$ cat src/rtl/cam_pkg.sv
// Shared camera-path definitions.
// Holds the capture FSM state encoding, the RGB565 pixel layout and the
// default frame geometry reused by the LCD timing and DDR address blocks.
package cam_pkg;

    typedef enum logic [1:0] {
        IDLE,
        SKIP,
        WAIT_VS,
        ACTIVE
    } cap_state_t;

    typedef struct packed {
        logic [4:0] r;
        logic [5:0] g;
        logic [4:0] b;
    } rgb565_t;

    localparam int DEF_H_PIXELS = 640;
    localparam int DEF_V_LINES  = 480;

    // Counter width able to hold n plus one spare bit, so an overrun is visible.
    function automatic int cnt_width(input int n);
        return $clog2(n) + 1;
    endfunction

endpackage

$ cat src/rtl/cmos_byte_packer.sv
// Byte-to-word packer for the camera capture path.
// Assembles four sensor bytes (two RGB565 pixels) into one 32-bit word and
// strobes it out, tracks the byte count of each line and flags bad lines.
//
// Ports:
//   clk       pixel clock
//   rst_n     asynchronous active-low reset
//   active    packing enabled (capture FSM in ACTIVE)
//   clr_cnt   frame start: clear byte phase and byte counter
//   clr_err   capture re-enabled: clear the sticky line_err
//   href      registered line-valid
//   data      registered sensor byte
//   wrreq     one-cycle strobe per packed word
//   din       packed word {pixel0, pixel1}, held between strobes
//   line_end  combinational pulse on the href falling edge while active
//   line_err  sticky: some line byte count differed from 2*H_PIXELS
module cmos_byte_packer
    import cam_pkg::*;
#(
    parameter int H_PIXELS = DEF_H_PIXELS
) (
    input  logic        clk,
    input  logic        rst_n,
    input  logic        active,
    input  logic        clr_cnt,
    input  logic        clr_err,
    input  logic        href,
    input  logic [7:0]  data,
    output logic        wrreq,
    output logic [31:0] din,
    output logic        line_end,
    output logic        line_err
);

    localparam int BW = cnt_width(2 * H_PIXELS);

    logic          href_d;
    logic [1:0]    phase;
    logic [23:0]   acc;
    logic [BW-1:0] byte_cnt;
    rgb565_t       pix0;
    rgb565_t       pix1;

    assign line_end = active & href_d & ~href;
    assign pix0     = acc[23:8];
    assign pix1     = {acc[7:0], data};

    always_ff @(posedge clk or negedge rst_n) begin
        if (!rst_n) begin
            href_d   <= 1'b0;
            phase    <= 2'd0;
            acc      <= '0;
            byte_cnt <= '0;
            wrreq    <= 1'b0;
            din      <= '0;
            line_err <= 1'b0;
        end else begin
            href_d <= href;
            wrreq  <= 1'b0;
            if (clr_err) begin
                line_err <= 1'b0;
            end
            if (clr_cnt) begin
                phase    <= 2'd0;
                byte_cnt <= '0;
            end else if (active) begin
                if (href) begin
                    case (phase)
                        2'd0: acc[23:16] <= data;
                        2'd1: acc[15:8]  <= data;
                        2'd2: acc[7:0]   <= data;
                        default: begin
                            din   <= {pix0, pix1};
                            wrreq <= 1'b1;
                        end
                    endcase
                    phase <= phase + 2'd1;
                    // Saturate so a runaway line cannot wrap back to a "good" count.
                    if (byte_cnt != '1) begin
                        byte_cnt <= byte_cnt + BW'(1);
                    end
                end else if (href_d) begin
                    // Line end: any partial word is simply abandoned.
                    phase    <= 2'd0;
                    byte_cnt <= '0;
                    if (byte_cnt != BW'(2 * H_PIXELS)) begin
                        line_err <= 1'b1;
                    end
                end
            end
        end
    end

endmodule

$ cat src/rtl/cmos_capture_pack.sv
// OV7670 capture stage in the cmos_pclk domain, feeding the DDR write FIFO.
// Registers the sensor bus, skips settling frames, packs two RGB565 pixels
// per 32-bit word and frames each captured image for the FIFO controller.
//
// Ports:
//   cmos_pclk      pixel clock, all logic on its rising edge
//   rst_n          asynchronous active-low reset
//   cmos_vsync     sensor vsync, high during vertical blanking
//   cmos_href      sensor line-valid
//   cmos_data      sensor data byte
//   capture_en     capture enable (level)
//   wrf_wrreq      FIFO write strobe, one cycle per word
//   wrf_din        packed word {pixel0, pixel1}
//   data_valid_wr  frame write window; low clears FIFO / rewinds address
//   wr_load        base-address load pulse at frame start
//   frame_done     one-cycle pulse at the end of each captured frame
//   line_err       sticky bad-line flag
//   frame_err      sticky bad-frame flag
//   frame_cnt      captured frame count, wrapping
module cmos_capture_pack
    import cam_pkg::*;
#(
    parameter int SKIP_FRAMES = 10,
    parameter int H_PIXELS    = DEF_H_PIXELS,
    parameter int V_LINES     = DEF_V_LINES,
    parameter int LOAD_CYCLES = 4
) (
    input  logic        cmos_pclk,
    input  logic        rst_n,
    input  logic        cmos_vsync,
    input  logic        cmos_href,
    input  logic [7:0]  cmos_data,
    input  logic        capture_en,
    output logic        wrf_wrreq,
    output logic [31:0] wrf_din,
    output logic        data_valid_wr,
    output logic        wr_load,
    output logic        frame_done,
    output logic        line_err,
    output logic        frame_err,
    output logic [7:0]  frame_cnt
);

    localparam int LW  = cnt_width(V_LINES);
    localparam int SW  = cnt_width(SKIP_FRAMES + 1);
    localparam int LDW = cnt_width(LOAD_CYCLES);

    cap_state_t     state;
    logic           vs_s1, vs_s2, href_s1;
    logic [7:0]     data_s1;
    logic           cap_d;
    logic [SW-1:0]  skip_cnt;
    logic [LDW-1:0] load_cnt;
    logic [LW-1:0]  line_cnt;
    logic           vs_fall, vs_rise, cap_rise, line_end;

    assign vs_fall  = vs_s2 & ~vs_s1;
    assign vs_rise  = ~vs_s2 & vs_s1;
    assign cap_rise = capture_en & ~cap_d;

    always_ff @(posedge cmos_pclk or negedge rst_n) begin
        if (!rst_n) begin
            vs_s1   <= 1'b0;
            vs_s2   <= 1'b0;
            href_s1 <= 1'b0;
            data_s1 <= '0;
        end else begin
            vs_s1   <= cmos_vsync;
            vs_s2   <= vs_s1;
            href_s1 <= cmos_href;
            data_s1 <= cmos_data;
        end
    end

    cmos_byte_packer #(
        .H_PIXELS (H_PIXELS)
    ) u_packer (
        .clk      (cmos_pclk),
        .rst_n    (rst_n),
        .active   (state == ACTIVE),
        .clr_cnt  (vs_fall),
        .clr_err  (cap_rise),
        .href     (href_s1),
        .data     (data_s1),
        .wrreq    (wrf_wrreq),
        .din      (wrf_din),
        .line_end (line_end),
        .line_err (line_err)
    );

    always_ff @(posedge cmos_pclk or negedge rst_n) begin
        if (!rst_n) begin
            state         <= IDLE;
            cap_d         <= 1'b0;
            skip_cnt      <= '0;
            load_cnt      <= '0;
            line_cnt      <= '0;
            data_valid_wr <= 1'b0;
            wr_load       <= 1'b0;
            frame_done    <= 1'b0;
            frame_err     <= 1'b0;
            frame_cnt     <= '0;
        end else begin
            cap_d      <= capture_en;
            frame_done <= 1'b0;
            if (cap_rise) begin
                frame_err <= 1'b0;
            end

            // wr_load stretch: held while load_cnt counts down to zero.
            if (load_cnt != '0) begin
                load_cnt <= load_cnt - LDW'(1);
            end else begin
                wr_load <= 1'b0;
            end

            if (vs_fall) begin
                line_cnt <= '0;
            end else if (line_end) begin
                if (line_cnt == '1) begin
                    frame_err <= 1'b1;
                end else begin
                    line_cnt <= line_cnt + LW'(1);
                end
            end

            case (state)
                IDLE: begin
                    if (capture_en) begin
                        skip_cnt <= '0;
                        state    <= (SKIP_FRAMES == 0) ? WAIT_VS : SKIP;
                    end
                end
                SKIP: begin
                    if (!capture_en) begin
                        state <= IDLE;
                    end else if (vs_fall) begin
                        skip_cnt <= skip_cnt + SW'(1);
                        if (skip_cnt + SW'(1) >= SW'(SKIP_FRAMES)) begin
                            state <= WAIT_VS;
                        end
                    end
                end
                WAIT_VS: begin
                    if (!capture_en) begin
                        state <= IDLE;
                    end else if (vs_fall) begin
                        state         <= ACTIVE;
                        data_valid_wr <= 1'b1;
                        wr_load       <= 1'b1;
                        load_cnt      <= LDW'(LOAD_CYCLES - 1);
                    end
                end
                default: begin
                    // A frame in progress always runs to vsync; capture_en is
                    // only honoured at the frame boundary.
                    if (vs_rise) begin
                        data_valid_wr <= 1'b0;
                        frame_done    <= 1'b1;
                        frame_cnt     <= frame_cnt + 8'd1;
                        if (line_cnt != LW'(V_LINES)) begin
                            frame_err <= 1'b1;
                        end
                        state <= capture_en ? WAIT_VS : IDLE;
                    end
                end
            endcase
        end
    end

endmodule
$ cat config.mk
export PLATFORM = sky130hd
export DESIGN_NAME = cmos_capture_pack
export DESIGN_NICKNAME = d
export VERILOG_FILES = /design/src/rtl/cam_pkg.sv /design/src/rtl/cmos_byte_packer.sv /design/src/rtl/cmos_capture_pack.sv
export SDC_FILE = /design/constraint.sdc
export NUM_CORES = 1
export LEC_CHECK = 0
export BUFFER_PORTS_ARGS = -buffer_cell sky130_fd_sc_hd__buf_2
export CAP_MARGIN = 20
export CORE_UTILIZATION = 55
export CTS_CLUSTER_SIZE = 30
export DETAILED_ROUTE_END_ITERATION = 7
export PLACE_DENSITY = 0.86
export SYNTH_ARGS = -nofsm -noshare
export SYNTH_HDL_FRONTEND = slang
export SYNTH_SLANG_ARGS = --single-unit
$ cat constraint.sdc
create_clock -name cmos_pclk -period 4.2 [get_ports cmos_pclk]
set_clock_uncertainty 0.2 [all_clocks]
set_input_delay 1.05 -clock cmos_pclk [delete_from_list [all_inputs] [get_ports cmos_pclk]]
set_output_delay 1.05 -clock cmos_pclk [all_outputs]
set_load 0.05 [all_outputs]
==> impl_metrics.csv <==
group,metric,value,unit
cts,htree_num_levels,4,
routing,drt_pre_antenna_iters,4,
floorplan,placementRows,34,
finish,layout_commonest_cell,"dfrtp_1",
floorplan,core,8760,sq um
global_routing,antenna_found_initial,0,
worst_setup_path,crit_arrival,2770,ps
sta,tightest_slew,793,ps
synth,syn_nets,424,
placed_design,io_buffers,58,
cts,post_cts_resized,0,
synth,postSynthCellCount,398,
synth,avgSynthCellArea,12.5,sq um
placed_design,place_congestion,0.814,
cts,numClockSinks,117,
sta,finalSetupTns,0,ps
global_routing,grtUsageTotal,22.7,%
routing,via_per_inst,5.56,
power_and_ir_drop,power.switching,0.000937,W
worst_setup_path,cp.required,4390,ps
synth,async_reset_ff_share,100,%
floorplan,io_pins,59,
cts,cts_tree,"yes",
sta,holdWs,281,ps
cts,path_clk_slew,60,ps
finish,area_growth,20.0,%
job,cap_violations,0,
routing,wl,9560,um
sta,drv_slew,0,
placed_design,hpwl,6010,um
floorplan,die_w,97.3,um
sta,fmax,388,MHz
floorplan,die_y,97.3,um
synth,synthDistinctLibCells,44,
synth,yosysSeqAreaShare,58.6,%
sta,fin_crit,2580,ps
power_and_ir_drop,p_leak,3.13,nW
worst_setup_path,start_kind,"flop",
outcome,status,"finished, final reports clean",
worst_setup_path,path_class,"reg2reg",
power_and_ir_drop,p_clk_share,43.6,%
power_and_ir_drop,netSwitchingFraction,27.4,%
cts,root_buffer,"clkbuf_8",
worst_setup_path,critPathMaxStageDelay,630,ps
power_and_ir_drop,p_per_area,570,nW/um^2
global_routing,grt_pass1_vias,3373,
sta,period_share,61.4,%
synth,synth-main-ff-cell,"dfrtp_1",
routing,vias,3254,
power_and_ir_drop,p_int,0.00248,W
worst_setup_path,cp_slowest_cell,"dfrtp_1",
synth,syn_area,4990,sq um
worst_setup_path,crit_chain,"and2_1, and3_1, nand2_2, mux2_1",
power_and_ir_drop,seq_power_share,41.5,%
synth,synth-seq-cells,117,
routing,post_drt_wl_per_cell,16.3,um
sta,max_slew_margin,46.9,%
finish,final_layout_size_suffix_gt1_share,20.8,%
finish,nets,491,
global_routing,grt_pass1_wl,16500,um
worst_setup_path,critPathMaxFanout,33,
cts,clkLatencyLatePin,520,ps
cts,ctsHoldBuffers,0,
cts,post_cts_buffers,0,
cts,cts_buffer_depth,2,
floorplan,initial_core_util,57.0,%
sta,rsz0062_at_grt,"no",
sta,hold_viol,0,
routing,drtIter0Drc,111,
sta,setup_violations,0,
finish,final_cell_mix,"dfrtp_1, mux2_1, buf_2",
global_routing,grt_start_max_net_pins,67,
worst_setup_path,crit_path_end_kind,"flop",
cts,cts_buffers,17,
power_and_ir_drop,comb_power_share,14.9,%
finish,antenna_cells,0,
routing,ant_nets,0,
synth,yosys_warnings,0,
power_and_ir_drop,peakVddDrop,0.000409,V
global_routing,grt_overflow,0,
min_path,holdCritPathClass,"reg2reg",
routing,drc,0,
synth,synth_edf_count,0,
floorplan,die_area,9470,sq um
## routing by layer
metal	global-route usage, %	wire [um]	up-vias	share of wire (%)
li1	-	-	1532	-
met1	28.2	4260	1645	45
met2	36.5	4760	61	50
met3	7.12	329	16	3.4
met4	10.4	217	0	2.3
met5	0	0	-	0
## sequential cells by signal (all words and copies together) (netlist names)
name and cells:
frame_err 1, skip_cnt 5, u_packer.href_d 1, data_valid_wr 1
u_packer.line_err 1, data_s1 8, href_s1 1, frame_cnt 8
u_packer.phase 2, line_cnt 10, u_packer.din 32, vs_s1 1
vs_s2 1, u_packer.byte_cnt 12, state 2, u_packer.wrreq 1
wr_load 1, u_packer.acc 24, cap_d 1, load_cnt 3
frame_done 1
## final cells by class
type	instances	area [sq um]
fill	599	2770
clock inverter	9	150
sequential	117	2930
tap	108	135
timing repair buffer	60	320
inverter	13	48.8
clock buffer	22	463
multi-input combinational	256	1950
## path summary, 6_finish.rpt
kind / startpoint / endpoint / slack, ps / depth (start not counted)
min in group asynchronous: rst_n / u_packer.din[30] / 360 / 1
worst max register to register: state[0] / u_packer.din[3] / 1620 / 4
worst min register to register: wr_load / wr_load / 280 / 2
worst min-delay path: wr_load / wr_load / 280 / 2
worst max-delay path: state[0] / u_packer.din[3] / 1620 / 4
max in group asynchronous: rst_n / line_cnt[0] / 2670 / 2
## Yosys cell counts, types with 3 or more instances
master	count	area, sq um
nor3_1	4	20.0
nand2b_1	5	31.3
o211ai_2	5	62.6
xor2_1	20	175
buf_2	7	35.0
o21ai_1	7	35.0
and4_1	3	26.3
nor2_1	30	113
and3_1	12	75.1
clkbuf_1	3	11.3
nor2b_1	3	18.8
nand4_1	9	56.3
ha_1	13	163
a21oi_1	9	45.0
nand3_1	9	45.0
mux2_1	58	653
dfrtp_1	117	2930
inv_1	12	45.0
xnor2_1	8	70.1
o211ai_1	3	22.5
nand2_1	29	109
## critical path, delay by kind of cell, from the launching register on
kind             cells  cell delay, ps
multiplexers         1             530
flip-flops           1             630
AND/OR/NAND/NOR      3            1090
## per-stage QoR
step,utilization [%],cells,total power [W],cell area [sq um],setup slack (ps)
3_5_place_dp,61.4,554,0.00193,5380,1670
6_report,68.4,585,0.00342,5990,1620
2_1_floorplan,-,398,0.00178,4990,2060
4_1_cts,68.4,585,0.00344,5990,1630
3_3_place_gp,61.4,554,0.00189,5380,1770
5_1_grt,68.4,585,0.00357,5990,1390
## power by group through the flow
stage | clock (W) | sequential (W) | combinational [W]
global placement | 0 | 0.00141 | 0.000476
detailed placement | 0 | 0.00143 | 0.000504
finish | 0.00149 | 0.00142 | 0.000509
global route | 0.00155 | 0.00144 | 0.000574
CTS | 0.00151 | 0.00142 | 0.000516
floorplan | 0 | 0.00148 | 0.000305
## cells by family after synthesis
group	synth area share [%]
compound gates	5.56
simple gates	12.0
xor+xnor	4.91
fa+ha+maj	3.26
buf+inv	2.35
mux	13.3
flops	58.6
Note: power is estimated with default switching activity, not from simulation.
